[config.mk]
export PLATFORM = sky130hd
export DESIGN_NAME = leaf_out_arbiter
export DESIGN_NICKNAME = d
export VERILOG_FILES = /design/src/rtl/leaf_out_arbiter.sv
export SDC_FILE = /design/constraint.sdc
export NUM_CORES = 1
export LEC_CHECK = 0
export ABC_AREA = 0
export BUFFER_PORTS_ARGS = -buffer_cell sky130_fd_sc_hd__buf_4
export CORE_UTILIZATION = 40
export CTS_CLUSTER_SIZE = 24
export DETAILED_ROUTE_END_ITERATION = 16
export HOLD_SLACK_MARGIN = 0.08
export MAX_ROUTING_LAYER = met4
export PLACE_DENSITY = 0.66
export SLEW_MARGIN = 20
export SYNTH_ARGS = -nofsm -noshare
export SYNTH_HDL_FRONTEND = slang
export SYNTH_SLANG_ARGS = --single-unit
[constraint.sdc]
create_clock -name clk -period 5.6 [get_ports clk]
set_clock_uncertainty 0.2 [all_clocks]
set_input_delay 0.56 -clock clk [delete_from_list [all_inputs] [get_ports clk]]
set_output_delay 0.56 -clock clk [all_outputs]
set_load 0.01 [all_outputs]
[src/rtl/leaf_out_arbiter.sv]
`default_nettype none
// +--------------------------------------------------------------------------+
// | Module      : leaf_out_arbiter                                           |
// | Description : Shares the leaf-to-BFT packet channel between the user     |
// |               output streams. Picks one eligible stream per cycle,       |
// |               stamps dest leaf/port and rolling address, and gates       |
// |               each stream on per-port credits.                           |
// |               Build option: LEAF_ARB_FIXED_PRIO_EN selects fixed         |
// |               priority (lowest index wins) instead of round robin.       |
// | Revision    : 1.0 - initial release                                      |
// +--------------------------------------------------------------------------+
module leaf_out_arbiter #(
    parameter int NUM_OUT_PORTS         = 7,
    parameter int PAYLOAD_BITS          = 32,
    parameter int NUM_LEAF_BITS         = 5,
    parameter int NUM_PORT_BITS         = 4,
    parameter int NUM_ADDR_BITS         = 7,
    parameter int PACKET_BITS           = 49,
    parameter int CREDIT_INIT           = 128,
    parameter int FREESPACE_UPDATE_SIZE = 64
) (
    input  logic                                   clk,
    input  logic                                   reset,
    input  logic [NUM_OUT_PORTS*PAYLOAD_BITS-1:0]  din_leaf_user2interface,
    input  logic [NUM_OUT_PORTS-1:0]               vld_user2interface,
    output logic [NUM_OUT_PORTS-1:0]               ack_interface2user,
    output logic [PACKET_BITS-1:0]                 pkt_out,
    input  logic                                   pkt_rdy,
    input  logic                                   credit_upd,
    input  logic [NUM_PORT_BITS-1:0]               credit_upd_port,
    input  logic                                   cfg_wr,
    input  logic [NUM_PORT_BITS-1:0]               cfg_port,
    input  logic [NUM_LEAF_BITS+NUM_PORT_BITS:0]   cfg_data
);

    // Credit counter is one bit wider than the address so a full window fits.
    localparam int c_CW   = NUM_ADDR_BITS + 1;
    localparam int c_BODY = NUM_LEAF_BITS + NUM_PORT_BITS + NUM_ADDR_BITS + PAYLOAD_BITS;

    localparam logic [c_CW:0]            c_CRED_MAX  = {1'b0, {c_CW{1'b1}}};
    localparam logic [c_CW:0]            c_FREE      = (c_CW+1)'(FREESPACE_UPDATE_SIZE);
    localparam logic [c_CW-1:0]          c_CRED_INIT = c_CW'(CREDIT_INIT);
    localparam logic [NUM_PORT_BITS-1:0] c_LAST_INIT = NUM_PORT_BITS'(NUM_OUT_PORTS - 1);

    logic [PACKET_BITS-1:0]   r_pkt;
    logic [NUM_OUT_PORTS-1:0] w_elig;
    logic [NUM_OUT_PORTS-1:0] w_gnt_oh;
    logic [NUM_OUT_PORTS-1:0] w_take;
    logic [c_BODY-1:0]        w_cand [NUM_OUT_PORTS];
    logic [c_BODY-1:0]        w_sel;
    logic                     w_load;
    logic                     w_any;

`ifndef LEAF_ARB_FIXED_PRIO_EN
    logic [NUM_PORT_BITS-1:0] r_last;
    logic [NUM_PORT_BITS-1:0] w_gnt_idx;
    logic [NUM_OUT_PORTS-1:0] w_hi;
`endif

    // The output register can accept a new word when empty or being drained.
    assign w_load = ~r_pkt[PACKET_BITS-1] | pkt_rdy;
    assign w_take = w_load ? w_gnt_oh : '0;
    assign w_any  = |w_take;

    assign ack_interface2user = w_take;
    assign pkt_out            = r_pkt;

    // Per-port configuration, rolling address and credit state.
    for (genvar gi = 0; gi < NUM_OUT_PORTS; gi++) begin : g_port
        logic                     r_en;
        logic [NUM_LEAF_BITS-1:0] r_leaf;
        logic [NUM_PORT_BITS-1:0] r_dport;
        logic [NUM_ADDR_BITS-1:0] r_addr;
        logic [c_CW-1:0]          r_credit;
        logic                     w_cfg_hit;
        logic                     w_upd_hit;
        logic [c_CW:0]            w_sum;

        // Out-of-range port indices never match any port, so they are ignored.
        assign w_cfg_hit = cfg_wr && (cfg_port == NUM_PORT_BITS'(gi));
        assign w_upd_hit = credit_upd && (credit_upd_port == NUM_PORT_BITS'(gi));

        // Return and consumption may land together; saturate the combined result.
        assign w_sum = {1'b0, r_credit} + (w_upd_hit ? c_FREE : '0)
                     - {{c_CW{1'b0}}, w_take[gi]};

        assign w_elig[gi] = vld_user2interface[gi] & r_en & (r_credit != '0);
        assign w_cand[gi] = {r_leaf, r_dport, r_addr,
                             din_leaf_user2interface[gi*PAYLOAD_BITS +: PAYLOAD_BITS]};

`ifndef LEAF_ARB_FIXED_PRIO_EN
        // Ports above the last grant are searched first.
        assign w_hi[gi] = (NUM_PORT_BITS'(gi) > r_last);
`endif

        // Port state update: config write, address roll and credit accounting.
        always_ff @(posedge clk or negedge reset) begin
            if (!reset) begin
                r_en     <= 1'b0;
                r_leaf   <= '0;
                r_dport  <= '0;
                r_addr   <= '0;
                r_credit <= c_CRED_INIT;
            end else begin
                if (w_cfg_hit) begin
                    {r_en, r_leaf, r_dport} <= cfg_data;
                end
                if (w_take[gi]) begin
                    r_addr <= r_addr + NUM_ADDR_BITS'(1);
                end
                if (w_take[gi] || w_upd_hit) begin
                    r_credit <= (w_sum > c_CRED_MAX) ? c_CRED_MAX[c_CW-1:0] : w_sum[c_CW-1:0];
                end
            end
        end
    end

`ifndef LEAF_ARB_FIXED_PRIO_EN
    // Round robin: first eligible above the last grant, else lowest eligible.
    always_comb begin
        logic v_found;
        v_found   = 1'b0;
        w_gnt_oh  = '0;
        w_gnt_idx = '0;
        for (int i = 0; i < NUM_OUT_PORTS; i++) begin
            if (!v_found && w_elig[i] && w_hi[i]) begin
                v_found     = 1'b1;
                w_gnt_oh[i] = 1'b1;
                w_gnt_idx   = NUM_PORT_BITS'(i);
            end
        end
        for (int i = 0; i < NUM_OUT_PORTS; i++) begin
            if (!v_found && w_elig[i]) begin
                v_found     = 1'b1;
                w_gnt_oh[i] = 1'b1;
                w_gnt_idx   = NUM_PORT_BITS'(i);
            end
        end
    end

    // Pointer moves only when a grant is actually taken.
    always_ff @(posedge clk or negedge reset) begin
        if (!reset) begin
            r_last <= c_LAST_INIT;
        end else if (w_any) begin
            r_last <= w_gnt_idx;
        end
    end
`else
    // Fixed priority: lowest eligible index wins.
    always_comb begin
        logic v_found;
        v_found  = 1'b0;
        w_gnt_oh = '0;
        for (int i = 0; i < NUM_OUT_PORTS; i++) begin
            if (!v_found && w_elig[i]) begin
                v_found     = 1'b1;
                w_gnt_oh[i] = 1'b1;
            end
        end
    end
`endif

    // One-hot mux of the granted port's header and payload.
    always_comb begin
        w_sel = '0;
        for (int i = 0; i < NUM_OUT_PORTS; i++) begin
            if (w_gnt_oh[i]) begin
                w_sel = w_cand[i];
            end
        end
    end

    // Output register: load on grant, drop valid when loading with nothing eligible.
    always_ff @(posedge clk or negedge reset) begin
        if (!reset) begin
            r_pkt <= '0;
        end else if (w_load) begin
            if (w_any) begin
                r_pkt <= {1'b1, w_sel};
            end else begin
                r_pkt[PACKET_BITS-1] <= 1'b0;
            end
        end
    end

endmodule
`default_nettype wire

==> flow_summary.ini, run 1 <==
[worst_hold_path]
hold_depth = 2
worst_hold_path_class = in -> reg
hold_path.startpoint = cfg_data[1]
worst_hold_path.endpoint = g_port[0].r_dport[1]

[timing]
timing.final.crit_share_pct = 87.31
timing.slew.headroom_pct = 31.44
fin_crit_ns = 4.889
worst-slew-pin-transition_ns = 1.021
finalHoldViolCount = 0
grt_setup_unrepaired = false
number_of_slew_limit_violations_in_the_final_report = 0
final_layout_setup_total_negative_slack_ns = 0
max_freq_mhz = 204.5
setup_viol = 0

[critical_path]
crit_top_cell = sky130_fd_sc_hd__ha_1
setup.worst_path.start_class = flip-flop
crit_path_end_kind = flip-flop
critical_path_peak_fanout = 10
highest_delay_cell_along_the_critical_path = sky130_fd_sc_hd__xnor2_1
required_ns = 5.77
critPathArrivalTime_ns = 5.06
worst_r2r_path_depth = 19
timing.rr.end = g_port[2].r_credit[6]
r2r-start = g_port[6].r_credit[5]
worstPathCellList = inv_1 > ha_1 > or4bb_1 > o211ai_2 > o211ai_2 > nor4_4 > a21oi_4 > nor2_2 > ha_1 > inv_1 > ha_1 > a21oi_1 > o21bai_1 > a21oi_1 > nor2_1 > nor2_1 > o21ai_0 > xnor2_1 > a31oi_1
critical_path.n_buffers_inverters = 2
worstSetupPathType = reg -> reg
worst-r2r-setup-slack_ns = 0.71
cpPeakStageDelay_ns = 0.57
critPathTopFamily = simple AND/OR/NAND/NOR gates

[finish]
layout-drive-gt1-share_pct = 31.68
multiInputGateArea_sq_um = 8115
design_area_sq_um = 18240
stdcell_count = 2175
fin_util_pct = 51.28
antenna_cells = 0
design.final.nets = 2040
area_delta_synth_final_pct = 25.89
area.sequential_sq_um = 5692
n_fill_cell = 3215

[place]
dpl.cell_count = 2125
place_area_sq_um = 17330
port_buffers = 309
dp.final_hpwl_um = 33550
routabilityCongestion = 0.9029

[drt]
num_vias = 13004
met2_length_um = 21800
drc_violations_left = 0
met3RoutedLength_um = 4083
drt-wirelength-per-cell_um = 22.55
detail-route-antenna-nets = 0
drt_first_iter_violations = 1150
drt-total-wl_um = 49040
post_drt_via_cell_ratio = 5.979
met1_length_um = 21860
routed.top_layer = met4
dr.pass1.iters = 6

[outcome]
status = completed

[grt]
maximum_number_of_pins_on_one_net_before_global_route_repair = 119
vias_in_the_first_global_route = 12628
grt_first_pass_wirelength_um = 73260
antenna_found_initial = 0
grt_use_total_pct = 26.47
grt-ovfl-total = 0

[synthesis]
synthesis.yosys.warnings = 0
synthesis.area_per_instance_sq_um = 10.17
synth_area_sq_um = 14490
synthesis.instances = 1425
synthArstFlopShare_pct = 100.0
synth_area_leader_cell = sky130_fd_sc_hd__dfrtp_1
synth.area.top_cells = sky130_fd_sc_hd__dfrtp_1, sky130_fd_sc_hd__mux2_2, sky130_fd_sc_hd__ha_1
postSynthNetCount = 1770
yosys.area.top_type_share_pct = 37.65
synth_top_flop_cell = sky130_fd_sc_hd__dfrtp_1
yosysSeqAreaShare_pct = 39.29
post_synth_edffs = 0
synth.distinct_cells = 62
postSynthRegisterBits = 227

[clock_network]
clkTransAtPathRegs_ns = 0.06
cts.sinks = 227
cts_buffers = 28
tritoncts = yes
clock_tree.buffer_depth = 3
h_tree_depth = 1
cts-root-buf = sky130_fd_sc_hd__clkbuf_16
cts_resized = 0
clk-insertion-delay-late_ns = 0.54

[power]
ir_drop_mv = 0.2842
total_power_mw = 9.754
leakagePower_nw = 8.471
power.density_nw_per_um2 = 534.8

[floorplanning]
die-area_sq_um = 36990
initial_utilization_pct = 40.73
core_region_area_sq_um = 35570
io_pins = 310
placementRows = 69
die_h_um = 192.3
die-width_um = 192.3

[job]
drv_cap = 0
==> timing repair <==
| item | 4_1_cts | 5_1_grt |
|---|---|---|
| hold buffers | 1 | 0 |
| endpoints found under the hold margin | 109 | 0 |
| setup buffers | 0 | 0 |
==> report_power, final <==
part           switching [mW]  total [mW]  leakage, nW  internal [mW]
logic                    2.95        5.28         5.33           2.33
registers               0.487        2.71         2.70           2.23
clock network           0.715        1.76        0.441           1.04
==> how the worst max path moves through the flow <==
stage	start	to	slack [ns]	depth (start not counted)
final	g_port[6].r_credit[5]	g_port[2].r_credit[6]	0.71	19
after global routing	g_port[5].r_credit[4]	g_port[6].r_credit[6]	0.29	20
after CTS	g_port[6].r_credit[2]	g_port[2].r_credit[6]	0.72	19
after detailed placement	g_port[6].r_credit[4]	g_port[2].r_credit[4]	0.76	19
after global placement	g_port[6].r_credit[4]	g_port[2].r_credit[6]	0.92	19
after floorplan	g_port[6].r_credit[4]	g_port[2].r_credit[3]	0.99	21
==> flip-flops by register name, summed over array words and instances, names as in the netlist <==
| signal | flops |
|---|---|
| g_port.r_addr | 49 |
| g_port.r_credit | 56 |
| g_port.r_dport | 28 |
| g_port.r_en | 7 |
| g_port.r_leaf | 35 |
| pkt_out | 49 |
| r_last | 3 |
==> area by class of cell <==
cell class / count / share of cell area [%]
clock buffers: 42 / 4.685
clock inverters: 7 / 0.2401
inverters: 103 / 2.120
multi-input cells: 999 / 44.49
flip-flops and latches: 227 / 31.21
well taps: 461 / 3.163
repair buffers: 336 / 14.09
==> cells in the final DEF (no fill, tap or decap), drive strengths merged, types with 6 or more instances in the layout <==
master	count
buf	335
a32oi	48
inv	103
nor2	86
a31oi	61
a21o	9
a21oi	43
nand4	15
a221o	48
fa	7
ha	84
nor4b	6
nand2	86
a22oi	47
a221oi	7
nor4	8
dfstp	9
and3	49
nand3	14
o21bai	17
xor2	31
clkbuf	42
mux2	125
o221ai	88
dfrtp	218
o21ai	17
xnor2	53
==> cells by family after synthesis <==
group / count (synthesis) / share of synthesized area (%)
mux: 126 / 9.785
fa+ha+maj: 91 / 8.222
compound gates: 403 / 21.99
buf+inv: 199 / 5.536
flops: 227 / 39.29
xor+xnor: 84 / 5.078
simple gates: 295 / 10.10
==> cells in the mapped netlist (all sizes together) (2+ instances only) <==
master    n
nand3b    3
or2       4
a221o    48
and2      4
a221oi    7
a31o      4
xor2     31
o21bai   17
nor4      8
a211oi    2
a31oi    61
o21ai    17
nand2    86
o22ai     2
a32oi    48
inv     103
a21oi    43
ha       84
and3     49
nor4b     6
nor2b     5
o221ai   88
nor2     86
o211ai    4
a21o      9
buf      33
mux2    125
nand3    14
dfrtp   218
o211a     2
nor3b     5
xnor2    53
a22oi    47
or4       2
dfstp     9
clkbuf   63
nor3      3
nand4    15
fa        7
==> per-stage QoR <==
| step | hold WS (ns) | setup slack, ns |
|---|---|---|
| final | 0.1091 | 0.7109 |
| after global routing | 0.1096 | 0.2899 |
| after CTS | 0.08850 | 0.7182 |
| after detailed placement | 0.2650 | 0.7649 |
| after global placement | 0.2634 | 0.9248 |
| after floorplan | 0.06441 | 0.9931 |
==> worst reg2reg max path, stage by stage, from the launching register on <==
cell and delay, ns:
sky130_fd_sc_hd__dfrtp_1 0.40, sky130_fd_sc_hd__inv_1 0.09, sky130_fd_sc_hd__ha_1 0.13, sky130_fd_sc_hd__or4bb_1 0.55, sky130_fd_sc_hd__o211ai_2 0.26, sky130_fd_sc_hd__o211ai_2 0.24
sky130_fd_sc_hd__nor4_4 0.41, sky130_fd_sc_hd__a21oi_4 0.09, sky130_fd_sc_hd__nor2_2 0.37, sky130_fd_sc_hd__ha_1 0.23, sky130_fd_sc_hd__inv_1 0.04, sky130_fd_sc_hd__ha_1 0.19
sky130_fd_sc_hd__a21oi_1 0.15, sky130_fd_sc_hd__o21bai_1 0.11, sky130_fd_sc_hd__a21oi_1 0.16, sky130_fd_sc_hd__nor2_1 0.05, sky130_fd_sc_hd__nor2_1 0.15, sky130_fd_sc_hd__o21ai_0 0.13
sky130_fd_sc_hd__xnor2_1 0.57, sky130_fd_sc_hd__a31oi_1 0.20
==> routing by layer <==
layer / GRT usage, % / vias up
met5: - / -
met1: 37.86 / 6379
met3: 4.674 / 85
met2: 38.06 / 582
met4: 7.723 / 0
li1: - / 5958
Power figures use the tool's default switching activity.
==> run 2, diff against run 1 <==
CTS_BUF_LIST = sky130_fd_sc_hd__clkbuf_4 sky130_fd_sc_hd__clkbuf_8   (was unset)
clock period = 4.6 ns   (was 5.6 ns; I/O delays follow)
==> run 2 against run 1 <==
Non-clock buffer count increased by 36. Die area stayed put. Register-to-register slack worse by 0.44 ns. Design area is 2.7% higher. Worst hold slack better by 0.023 ns. Fmax rose by 13%. Routed wire length shrank 1.1%. Combinational power is 28% higher. Via count rose by 2.6%.
==> flow_summary.ini, run 2 (same netlist as run 1, synthesis figures left out) <==
[grt]
grt.met3_usage_pct = 5.383
globalRouteMet2Util_pct = 38.77
grt_first_pass_wirelength_um = 73040
met1_usage_pct = 35.85
vias_in_the_first_global_route = 12864
grt_use_total_pct = 26.13
antenna_found_initial = 4
maximum_number_of_pins_on_one_net_before_global_route_repair = 130
grt_most_used_layer = met2
grt-ovfl-total = 0

[finish]
largest_register_ff_count = 56
design.final.nets = 2090
area_delta_synth_final_pct = 29.29
most-common-layout-cells = sky130_fd_sc_hd__buf_4, sky130_fd_sc_hd__dfrtp_1, sky130_fd_sc_hd__mux2_2
stdcell_count = 2242
layout-drive-gt1-share_pct = 34.21
n_fill_cell = 3201
largest-register = g_port.r_credit
fin_util_pct = 52.66
mostFrequentLayoutCell = sky130_fd_sc_hd__buf_4

[drt]
post_drt_via_cell_ratio = 5.951
num_vias = 13342
drc_violations_left = 0
dr.pass1.iters = 6
drt-wirelength-per-cell_um = 21.64
drt-total-wl_um = 48520
detail-route-antenna-nets = 0
drt_first_iter_violations = 1288

[place]
dpl.cell_count = 2145
routabilityCongestion = 0.8610
port_buffers = 309
dp.final_hpwl_um = 32880

[clock_network]
clkTransAtPathRegs_ns = 0.06
cts.sinks = 227
clk-insertion-delay-late_ns = 0.56
clock_tree.buffer_depth = 3
h_tree_depth = 2
tritoncts = yes
cts-root-buf = sky130_fd_sc_hd__clkbuf_8
cts_buffers = 42

[critical_path]
critPathTopFamily = simple AND/OR/NAND/NOR gates
critical_path_peak_fanout = 5
crit_path_end_kind = flip-flop
critical_path.n_buffers_inverters = 4
critPathArrivalTime_ns = 4.50
crit_top_cell = sky130_fd_sc_hd__ha_1
highest_delay_cell_along_the_critical_path = sky130_fd_sc_hd__or4bb_4
setup.worst_path.start_class = flip-flop
worstSetupPathType = reg -> reg
cpPeakStageDelay_ns = 0.55
required_ns = 4.78
worstPathCellList = inv_1 > ha_1 > or4bb_4 > o211ai_4 > nand4_1 > nor3_4 > buf_4 > a32oi_4 > nor2_2 > ha_1 > inv_1 > ha_1 > a21oi_1 > o21bai_1 > a21oi_1 > nor2_1 > nor2_2 > o21ai_1 > xnor2_1 > buf_4 > a31oi_1

[timing]
max_freq_mhz = 231.1
number_of_slew_limit_violations_in_the_final_report = 0
timing.slew.headroom_pct = 29.56
final_layout_setup_total_negative_slack_ns = 0
worst-slew-pin-transition_ns = 1.050
finalHoldViolCount = 0
setup_viol = 0
timing.final.crit_share_pct = 94.08
fin_crit_ns = 4.328

[worst_hold_path]
worst_hold_path_class = in -> reg

[floorplanning]
die_h_um = 192.3
placementRows = 69
io_pins = 310
core_region_area_sq_um = 35570
initial_utilization_pct = 40.73
die-area_sq_um = 36990
die-width_um = 192.3

[power]
ir_drop_mv = 0.3352
power.density_nw_per_um2 = 656.9
leakagePower_nw = 8.773

[job]
drv_cap = 0

[outcome]
status = completed
## run 2: cell count changes in the layout (fill, tap and decap cells not counted), moves of 5 or more
| cell | delta |
|---|---|
| sky130_fd_sc_hd__buf_4 | +21 |
| sky130_fd_sc_hd__clkbuf_4 | +9 |
| sky130_fd_sc_hd__dlygate4sd3_1 | +10 |
| sky130_fd_sc_hd__clkbuf_1 | -5 |
| sky130_fd_sc_hd__clkbuf_8 | +44 |
| sky130_fd_sc_hd__clkbuf_16 | -29 |
## run 2: through the flow
| step | hold WS, ns | setup WS (ns) | cell area (sq um) | power [mW] |
|---|---|---|---|---|
| finish | 0.1320 | 0.2723 | 18730 | 12.30 |
| CTS | 0.1050 | 0.09408 | 18600 | 12.18 |
| global placement | 0.2594 | 0.2018 | 17520 | 9.696 |
| floorplan | -0.03559 | 0.002132 | 14500 | 7.640 |
| global route | 0.1173 | -0.01401 | 18730 | 13.12 |
| detailed placement | 0.2583 | 0.1312 | 17520 | 9.881 |
## run 2: final cells by class
| class | count | area, sq um | area share, % |
|---|---|---|---|
| clock inverter | 15 | 185.2 | 0.9886 |
| clock buffer | 61 | 783.3 | 4.182 |
| timing repair buffer | 372 | 2927 | 15.62 |
| antenna | 4 | 10.01 | 0.05344 |
| tap | 461 | 576.8 | 3.079 |
| inverter | 103 | 386.6 | 2.064 |
| multi-input combinational | 999 | 8170 | 43.62 |
| sequential | 227 | 5692 | 30.39 |
## run 2: final timing paths
| kind | slack, ns | cells after the start | to | from |
|---|---|---|---|---|
| min in group asynchronous | 0.22 | 2 | g_port[1].r_credit[4] | reset |
| max in group asynchronous | 2.74 | 4 | pkt_out[10] | reset |
| max | 0.27 | 21 | g_port[5].r_credit[4] | g_port[6].r_credit[4] |
| min | 0.13 | 4 | pkt_out[1] | din_leaf_user2interface[193] |
| min reg2reg | 0.27 | 1 | g_port[0].r_addr[6] | g_port[0].r_addr[6] |
| max reg2reg | 0.27 | 21 | g_port[5].r_credit[4] | g_port[6].r_credit[4] |
## run 2: what timing repair did
item                                    in CTS  in global routing
gates resized for setup                      0                 10
endpoints found under the setup margin       0                 69
setup buffers                                0                  5
endpoints found under the hold margin      191                  0
hold buffers                                11                  0
## run 2: worst reg2reg max path, delay by kind of cell (launching register included)
kind | cells | cell delay, ns
AOI/OAI and AO/OA | 7 | 0.93
xor gates and xnor gates | 1 | 0.32
adders and majority gates | 3 | 0.49
buffers and inverters | 4 | 0.53
DFF | 1 | 0.40
and+or+nand+nor | 6 | 1.27
## run 2: routing by layer
layer / part of all wire (%) / wire length, um / vias to the layer above
li1: - / - / 6050
met1: 44 / 21220 / 6611
met2: 46 / 22090 / 592
met3: 8.5 / 4124 / 89
met4: 2.2 / 1090 / 0
met5: 0 / 0 / -
## run 2: where the power goes
part | switching [mW] | total, mW | internal [mW]
combinational | 3.66 | 6.76 | 3.11
clock | 0.910 | 2.24 | 1.33
sequential | 0.595 | 3.31 | 2.71
total | 5.16 | 12.3 | 7.14
==> run 3, diff against run 2 <==
CTS_BUF_LIST = unset   (was sky130_fd_sc_hd__clkbuf_4 sky130_fd_sc_hd__clkbuf_8)
==> run 3 against run 2 <==
Critical path depth is 3 lower. Sequential share of layout area up 0.12 points. Register-to-register slack hardly changed. Fmax hardly changed. Via count fell by 0.74%. Routed wire length barely moved. Sequential power barely moved. Combinational power hardly changed. Final cell count fell by 1.2%. Flip-flop and latch count is the same. Setup slack about the same. Global-route usage is essentially flat. Largest cell class unchanged.
==> flow_summary.ini, run 3 (same netlist as run 1, synthesis figures left out) <==
[critical_path]
critical_path_peak_fanout = 8
timing.rr.end = g_port[0].r_credit[5]
r2r-start = g_port[6].r_credit[4]
worst_r2r_path_depth = 18
cpPeakStageDelay_ns = 0.53
crit_path_end_kind = flip-flop
worst-r2r-setup-slack_ns = 0.27
required_ns = 4.80
worstSetupStartpoint = g_port[6].r_credit[4]
timing.critical_path.to = g_port[0].r_credit[5]
setup.worst_path.start_class = flip-flop
critPathArrivalTime_ns = 4.52
worstSetupPathType = reg -> reg
worstPathCellList = inv_1 > ha_1 > or4bb_1 > o211ai_2 > o211ai_2 > nor4_4 > nor2b_1 > ha_1 > inv_1 > ha_1 > a21oi_1 > o21bai_1 > a21oi_1 > o21bai_1 > a21o_1 > a21oi_1 > xnor2_2 > a31oi_1
highest_delay_cell_along_the_critical_path = sky130_fd_sc_hd__or4bb_1

[drt]
drt_first_iter_violations = 1261
met3RoutedLength_um = 3962
drt-wirelength-per-cell_um = 21.90
met1_length_um = 21060
met2_length_um = 22210
dr.pass1.iters = 6
num_vias = 13243
detail-route-antenna-nets = 0
routed.top_layer = met4
drc_violations_left = 0
post_drt_via_cell_ratio = 5.981
drt-total-wl_um = 48490

[floorplanning]
io_pins = 310
core_region_area_sq_um = 35570
die_h_um = 192.3
die-width_um = 192.3
placementRows = 69
die-area_sq_um = 36990
initial_utilization_pct = 40.73

[finish]
design.final.nets = 2073
mostFrequentLayoutCell = sky130_fd_sc_hd__buf_4
fin_util_pct = 52.44
largest-register = g_port.r_credit
layout-drive-gt1-share_pct = 32.88
most-common-layout-cells = sky130_fd_sc_hd__buf_4, sky130_fd_sc_hd__dfrtp_1, sky130_fd_sc_hd__mux2_2
design_area_sq_um = 18650
largest_register_ff_count = 56
area_delta_synth_final_pct = 28.76

[power]
p_sw_share_pct = 42.12
comb_power_share_pct = 55.0
ir_drop_mv = 0.3756
power.switching_mw = 5.160
power.share.sequential_pct = 27.0
power.density_nw_per_um2 = 656.8
clock_power_share_pct = 18.0
leakagePower_nw = 8.668
internal_power_mw = 7.092

[timing]
fin_crit_ns = 4.328
number_of_slew_limit_violations_in_the_final_report = 0
timing.final.crit_share_pct = 94.08
finalHoldViolCount = 0
max_freq_mhz = 231.1
grt_setup_unrepaired = true
worst-slew-pin-transition_ns = 1.056
timing.slew.headroom_pct = 29.16
setup_viol = 0

[place]
dp.final_hpwl_um = 32880
place_area_sq_um = 17520
port_buffers = 309
routabilityCongestion = 0.8610

[grt]
maximum_number_of_pins_on_one_net_before_global_route_repair = 130
grt_use_total_pct = 26.14
antenna_found_initial = 4
grt_first_pass_wirelength_um = 73100
grt-ovfl-total = 0
vias_in_the_first_global_route = 12810

[clock_network]
cts_buffers = 27
clk-insertion-delay-late_ns = 0.55
cts.sinks = 227
clkTransAtPathRegs_ns = 0.06
clock_tree.buffer_depth = 3
h_tree_depth = 1
cts-root-buf = sky130_fd_sc_hd__clkbuf_16
tritoncts = yes

[outcome]
status = completed

[job]
drv_cap = 0

[worst_hold_path]
worst_hold_path_class = in -> reg
[run 3: changes by cell type in the layout (fill, tap and decap cells not counted), moves of 2 or more]
cell                         delta
sky130_fd_sc_hd__bufinv_16      -2
sky130_fd_sc_hd__o211ai_4       -2
sky130_fd_sc_hd__buf_4          -2
sky130_fd_sc_hd__clkbuf_1       +4
sky130_fd_sc_hd__clkinv_2       -5
sky130_fd_sc_hd__o211ai_2       +2
sky130_fd_sc_hd__clkbuf_4       -9
sky130_fd_sc_hd__clkbuf_16     +27
sky130_fd_sc_hd__clkinvlp_4     +3
sky130_fd_sc_hd__clkbuf_8      -46
[run 3: repair_timing]
| action | in CTS | in global routing |
|---|---|---|
| resized for setup | 0 | 7 |
| hold endpoints to repair | 191 | 0 |
| buffers inserted | 0 | 3 |
| endpoints found under the setup margin | 0 | 70 |
| hold buffers | 11 | 0 |
[run 3: power by group through the flow]
stage                     Clock (mW)  Combinational (mW)  Sequential (mW)
after floorplan                    0                4.42             3.22
after detailed placement           0                6.56             3.32
after global routing            2.32                7.33             3.39
after CTS                       2.24                6.61             3.29
after global placement             0                6.41             3.29
final                           2.20                6.74             3.31
[run 3: worst max-delay path, delay by kind of cell, from the launching register on]
| family | cells | cell delay (ns) |
|---|---|---|
| DFF | 1 | 0.40 |
| and+or+nand+nor | 3 | 1.10 |
| xor gates and xnor gates | 1 | 0.24 |
| AOI/OAI and AO/OA | 9 | 1.58 |
| buffers and inverters | 2 | 0.14 |
| adders and majority gates | 3 | 0.53 |
[run 3: how the worst min path moves through the flow]
stage | start | to | depth (start not counted)
finish | din_leaf_user2interface[193] | pkt_out[1] | 4
global route | din_leaf_user2interface[193] | pkt_out[1] | 4
CTS | din_leaf_user2interface[193] | pkt_out[1] | 4
detailed placement | g_port[0].r_addr[6] | g_port[0].r_addr[6] | 1
global placement | g_port[0].r_addr[6] | g_port[0].r_addr[6] | 1
floorplan | reset | g_port[0].r_addr[0] | 0
[run 3: per-layer routing]
| layer | vias up | track usage [%] |
|---|---|---|
| li1 | 6025 | - |
| met1 | 6548 | 36.16 |
| met2 | 578 | 39.13 |
| met3 | 92 | 4.692 |
| met4 | 0 | 7.268 |
| met5 | - | - |
[run 3: stage by stage]
| step | hold WS, ns | setup TNS (ns) | total power [mW] | instances | setup WS (ns) |
|---|---|---|---|---|---|
| after floorplan | -0.03559 | 0 | 7.640 | 1425 | 0.002132 |
| after CTS | 0.1208 | 0 | 12.15 | 2206 | 0.09873 |
| after global placement | 0.2594 | 0 | 9.696 | 2145 | 0.2018 |
| after detailed placement | 0.2583 | 0 | 9.881 | 2145 | 0.1312 |
| final | 0.1352 | 0 | 12.25 | 2214 | 0.2725 |
| after global routing | 0.1344 | -0.2601 | 13.05 | 2214 | -0.03883 |
[run 3: cell type report]
| cell class | count | area (sq um) |
|---|---|---|
| inverters | 103 | 386.6 |
| diodes | 4 | 10.01 |
| clock inverters | 13 | 142.6 |
| repair buffers | 370 | 2912 |
| fillers | 3192 | 16920 |
| multi-input cells | 999 | 8162 |
| flip-flops and latches | 227 | 5692 |
| clock buffers | 37 | 773.2 |
| well taps | 461 | 576.8 |
